**src/rtl/struct_lane_regfile.sv**
```systemverilog
// Register file stored as a packed struct {msb, data[0:NLANES-1], lsb}.
// It has one write port and one registered read port per cycle, with range checks and a saturating error counter.
module struct_lane_regfile #(
   parameter int                LANE_W    = 8,
   parameter int                NLANES    = 4,
   parameter int                ADDR_W    = 3,
   parameter int                WR_BYPASS = 0,
   parameter logic [LANE_W-1:0] FILL      = '1,
   parameter int                CNT_W     = 4
) (
   input  logic                         clk,
   input  logic                         rst,
   input  logic                         clr,
   input  logic                         wr_en,
   input  logic [ADDR_W-1:0]            wr_addr,
   input  logic [LANE_W-1:0]            wr_data,
   input  logic                         rd_en,
   input  logic [ADDR_W-1:0]            rd_addr,
   output logic [LANE_W-1:0]            rd_data,
   output logic                         rd_valid,
   output logic                         rd_oob,
   output logic                         wr_oob,
   output logic [CNT_W-1:0]             oob_cnt,
   output logic [(NLANES+2)*LANE_W-1:0] s_o
);

   typedef struct packed {
      logic [LANE_W-1:0]                msb;
      logic [0:NLANES-1][LANE_W-1:0]    data;
      logic [LANE_W-1:0]                lsb;
   } regs_t;

   localparam logic [ADDR_W:0]  NL_EXT  = (ADDR_W+1)'(NLANES);
   localparam logic [CNT_W-1:0] CNT_MAX = '1;

   regs_t             s_q, s_d;
   logic [LANE_W-1:0] rd_data_q, rd_data_d;
   logic              rd_valid_q, rd_valid_d;
   logic              rd_oob_q, rd_oob_d;
   logic              wr_oob_q, wr_oob_d;
   logic [CNT_W-1:0]  oob_cnt_q, oob_cnt_d;
   logic [CNT_W+1:0]  cnt_sum;
   logic [LANE_W-1:0] rd_lane;
   logic              wr_in_range;
   logic              rd_in_range;

   // The address is widened by one bit so the check stays correct when NLANES == 2**ADDR_W.
   assign wr_in_range = {1'b0, wr_addr} < NL_EXT;
   assign rd_in_range = {1'b0, rd_addr} < NL_EXT;

   // Lanes are selected by comparing the address against each lane index.
   // This mux gives the same result whether it is lowered as shift/mask or as a case, and it never indexes past the array.
   always_comb begin
      s_d     = s_q;
      s_d.msb = '1;
      s_d.lsb = '1;
      if (clr) begin
         for (int i = 0; i < NLANES; i++) begin
            s_d.data[i] = FILL;
         end
      end else if (wr_en && wr_in_range) begin
         for (int i = 0; i < NLANES; i++) begin
            if (wr_addr == ADDR_W'(i)) begin
               s_d.data[i] = wr_data;
            end
         end
      end
   end

   always_comb begin
      rd_lane = FILL;
      for (int i = 0; i < NLANES; i++) begin
         if (rd_addr == ADDR_W'(i)) begin
            rd_lane = s_q.data[i];
         end
      end
      // A write that clr drops in the same cycle is not forwarded to the read.
      if ((WR_BYPASS != 0) && wr_en && !clr && wr_in_range && (wr_addr == rd_addr)) begin
         rd_lane = wr_data;
      end

      rd_data_d  = rd_data_q;
      rd_valid_d = rd_en;
      rd_oob_d   = rd_en && !rd_in_range;
      wr_oob_d   = wr_en && !wr_in_range;
      if (rd_en) begin
         rd_data_d = rd_in_range ? rd_lane : FILL;
      end

      cnt_sum   = {2'b00, oob_cnt_q} + (CNT_W+2)'(rd_oob_d) + (CNT_W+2)'(wr_oob_d);
      oob_cnt_d = (cnt_sum > {2'b00, CNT_MAX}) ? CNT_MAX : cnt_sum[CNT_W-1:0];
   end

   always_ff @(posedge clk) begin
      if (rst) begin
         s_q        <= '1;
         rd_data_q  <= FILL;
         rd_valid_q <= 1'b0;
         rd_oob_q   <= 1'b0;
         wr_oob_q   <= 1'b0;
         oob_cnt_q  <= '0;
      end else begin
         s_q        <= s_d;
         rd_data_q  <= rd_data_d;
         rd_valid_q <= rd_valid_d;
         rd_oob_q   <= rd_oob_d;
         wr_oob_q   <= wr_oob_d;
         oob_cnt_q  <= oob_cnt_d;
      end
   end

   assign rd_data  = rd_data_q;
   assign rd_valid = rd_valid_q;
   assign rd_oob   = rd_oob_q;
   assign wr_oob   = wr_oob_q;
   assign oob_cnt  = oob_cnt_q;
   assign s_o      = s_q;

endmodule

```
**config.mk**
```make
export PLATFORM = sky130hd
export DESIGN_NAME = struct_lane_regfile
export DESIGN_NICKNAME = d
export VERILOG_FILES = /design/src/rtl/struct_lane_regfile.sv
export SDC_FILE = /design/constraint.sdc
export NUM_CORES = 1
export LEC_CHECK = 0
export CELL_PAD_IN_SITES_DETAIL_PLACEMENT = 1
export CELL_PAD_IN_SITES_GLOBAL_PLACEMENT = 2
export CORE_ASPECT_RATIO = 1.5
export CORE_UTILIZATION = 25
export CTS_BUF_LIST = sky130_fd_sc_hd__clkbuf_16
export DETAILED_ROUTE_END_ITERATION = 7
export HOLD_SLACK_MARGIN = 0.08
export PLACE_DENSITY_LB_ADDON = 0.1
export SETUP_SLACK_MARGIN = 0.5
export SYNTH_ARGS = -nofsm -noshare
export SYNTH_HDL_FRONTEND = slang
export SYNTH_SLANG_ARGS = --single-unit
```
**constraint.sdc**
```tcl
create_clock -name clk -period 1.7 [get_ports clk]
set_input_delay 0.255 -clock clk [delete_from_list [all_inputs] [get_ports clk]]
set_output_delay 0.255 -clock clk [all_outputs]
set_load 0.03 [all_outputs]
```
==> metrics.md <==
| Metric | Value |
|---|---|
| Status | `finished, final reports clean` |
| Final setup fails | `0` |
| Total congestion overflow | `0` |
| FF/Latch Area | `948.4 um^2` |
| Post-route DRC | `0` |
| Clock sinks | `47` |
| Crit path time final | `~1.3 ns` |
| Initial antenna violation count | `0` |
| Multi-input gate area | `1085 um^2` |
| Reg2Reg Launch Point | `oob_cnt[0]` |
| Routed length per placed instance | `between 15 and 20 um` |
| Largest cells by area after synthesis | `dfxtp_1, a21oi_1, nor3_1` |
| Root Buffer | `clkbuf_16` |
| Pleak | `between 1 and 1.5 nW` |
| Die Ht | `113.9 um` |
| Post-layout net count | `between 300 and 400` |
| CP top delay family | `adder cells` |
| Synth warn | `0` |
| Area Overhead vs Synth | `50.30%` |
| Power Dens Cells | `816.5 nW/um^2` |
| Max-slew violations | `0` |
| Placed Area | `just under 3000 um^2` |
| Final Wtd Congestion | `0.7146` |
| Most frequent cells in the layout | `dfxtp_1, buf_2, a21oi_1` |
| Syn Std Cell Area | `2087 um^2` |
| Worst Setup End Kind | `flop` |
| Post-Syn Instances | `225` |
| Register area share after synthesis | `0.4508` |
| Crit path DAT | `approximately 1.5 ns` |
| # hold bufs at CTS | `0` |
| Number of global-route vias before repair | `about 1.8k` |
| Max Buffers Root-to-Sink | `2` |
| Vias | `1881` |
| Max_cap viols | `0` |
| CTS tree | `built` |
| Hold path start | `wr_en` |
| Reg2reg end | `oob_cnt[3]` |
| Site row count | `40` |
| Pre-antenna DRT Iters | `4` |
| Initial DRC count | `36` |
| Placed Cells incl. Taps | `390` |
| Starting Density | `0.2590` |
| Clock Skew | `0.002460 ns` |
| Post-layout instance area | `3137 um^2` |
| TritonCTS buffer count | `5` |
| Worst-path cell chain | `inv_2 > fa_2 > and3b_2 > nor2_2 > a211oi_2` |
| CP max FO | `2` |
| Mapped Avg Cell Area | `9.276 um^2` |
| Finished Layout Cells | `407` |
| Commonest non-fill, non-tap cell in the layout | `dfxtp_1` |
| DP HPWL | `around 4.4 mm` |
| Hold path cells | `3` |
| CP Class | `reg2reg` |
| Crit path buf inv count | `1` |
| Routed vias/inst | `4.622` |
| Total Routed Length | `6.652 mm` |
| Final TNS setup | `0 ns` |
| # diodes | `0` |
| Fraction of layout cells with a size suffix above 1 | `0.4305` |
| Final Hold Fails | `0` |
| First-pass GRT wire length | `between 9 and 10 mm` |
| Antenna Nets Post-Route | `0` |
| R2R cell count | `5` |
| Critical Path Source Type | `flop` |
| CP max stage delay | `0.36 ns` |
| Share of the synthesized area in the top cell type | `0.4508` |
| R2r setup slk | `0.41 ns` |
| CTS H-Tree Depth | `2` |
| FMAX | `just under 800 MHz` |
| Top-level port count | `82` |
| Max VDD drop | `0.0003602 V` |
| Leading area contributor after synthesis | `dfxtp_1` |
| Hold WC Path Type | `in2reg` |
| Slowest stage cell, crit path | `fa_2` |
| Die area | `around 8700 um^2` |
| Die X | `about 77 um` |
| Largest net degree at the start of global routing | `21` |
| Critical path required time | `1.91 ns` |
| FF+latch count, synth | `47` |
| Core area | `between 8000 and 9000 um^2` |
| GRT Resource Usage Total | `0.1527` |
| # fillers | `951` |
| Hold Path Sink | `wr_oob` |
| Final period util | `0.7609` |
| Final core occ | `0.3893` |
| Port bufs | `between 60 and 70` |
| Distinct cells, synth | `33` |
| RSZ-0062 raised after global routing | `true` |
| Clock latency on the worst-skew pair | `about 0.28 ns` |
| Clock Pin Slew Worst Setup and Hold Paths | `0.06 ns` |
[kinds of logic (layout without fill, tap and decap cells)]
kind of cell	Yosys count	in the layout	share of synthesized area
adder cells (fa/ha/maj)	2	2	0.01559
AO/OA/AOI/OAI	50	50	0.1499
multiplexers	10	10	0.05276
other	1	16	0.001797
flip-flops	47	47	0.4508
AND/OR/NAND/NOR	78	78	0.2206
buffers and inverters	37	99	0.1085
[worst max-delay path by stage]
stage / endpoint / start / depth (start not counted)
final: oob_cnt[3] / oob_cnt[0] / 5
after global routing: oob_cnt[3] / oob_cnt[0] / 5
after global placement: oob_cnt[3] / rd_en / 6
after floorplan: oob_cnt[2] / rd_en / 8
after CTS: oob_cnt[2] / oob_cnt[2] / 1
after detailed placement: oob_cnt[2] / rd_addr[2] / 8
[state kept, by name, indices dropped and copies added, names as in the netlist]
signal and count:
rd_valid 1, rd_oob 1, oob_cnt 4, wr_oob 1, rd_data 8, s_o 32
[routing by layer]
metal,vias to the layer above,wire [um],track usage
li1,915,-,-
met1,908,2674,0.1648
met2,52,3664,0.2931
met3,6,232,0.03120
met4,0,80,0.05000
met5,-,0,0
[layout make-up]
cell class                      count  share of cell area
Clock buffer                        6             0.04787
Clock inverter                      1            0.001197
Inverter                            3            0.003590
Multi-Input combinational cell    156              0.3458
Sequential cell                    47              0.3024
Tap cell                          105             0.04188
Timing Repair Buffer               89              0.2573
[power breakdown]
group	switching, mW	total [mW]	internal (mW)
logic	0.235	0.400	0.165
registers	0.0157	1.14	1.12
clock network	0.400	1.02	0.621
[synthesized netlist by cell type]
library cell   n
nor4b_4        1
nand2_1        3
a211oi_1       1
or2_1          1
o2111ai_1      2
and4bb_2       2
nand4bb_1      1
mux2_2         8
and3b_1        1
a21oi_1       35
mux2i_1        2
a211oi_2       6
conb_1         1
or4b_4         1
o22ai_1        6
nand2b_1       3
and2_2         1
ha_1           1
buf_4         17
dfxtp_1       47
clkbuf_2       3
nand3_1        3
and4b_1        1
buf_2         10
nor3_1        33
buf_6          1
nor2_1        10
inv_1          3
fa_1           1
clkbuf_1       3
nor2b_1        8
nor2_2         8
or2_2          1
[tightest hold or removal path, delay by kind of cell]
| kind | cells | cell delay [ns] |
|---|---|---|
| buf+inv | 1 | 0.10 |
| simple gates | 2 | 0.12 |
[through the flow]
stage	hold slack, ns	setup slack (ns)	power (mW)
after detailed placement	0.4942	-0.1209	1.523
after global placement	0.5010	-0.09083	1.520
after global routing	0.2376	0.3430	2.662
after floorplan	0.3912	0.4011	1.398
after CTS	0.3561	0.4011	2.582
final	0.2351	0.4065	2.561
[repair_timing]
action                     4_1_cts  5_1_grt
pin swaps                        6       12
gates cloned                     3        2
setup endpoints to repair       91       49
buffers inserted                 4        1
gates resized for setup        240       35
Power figures use the tool's default switching activity.
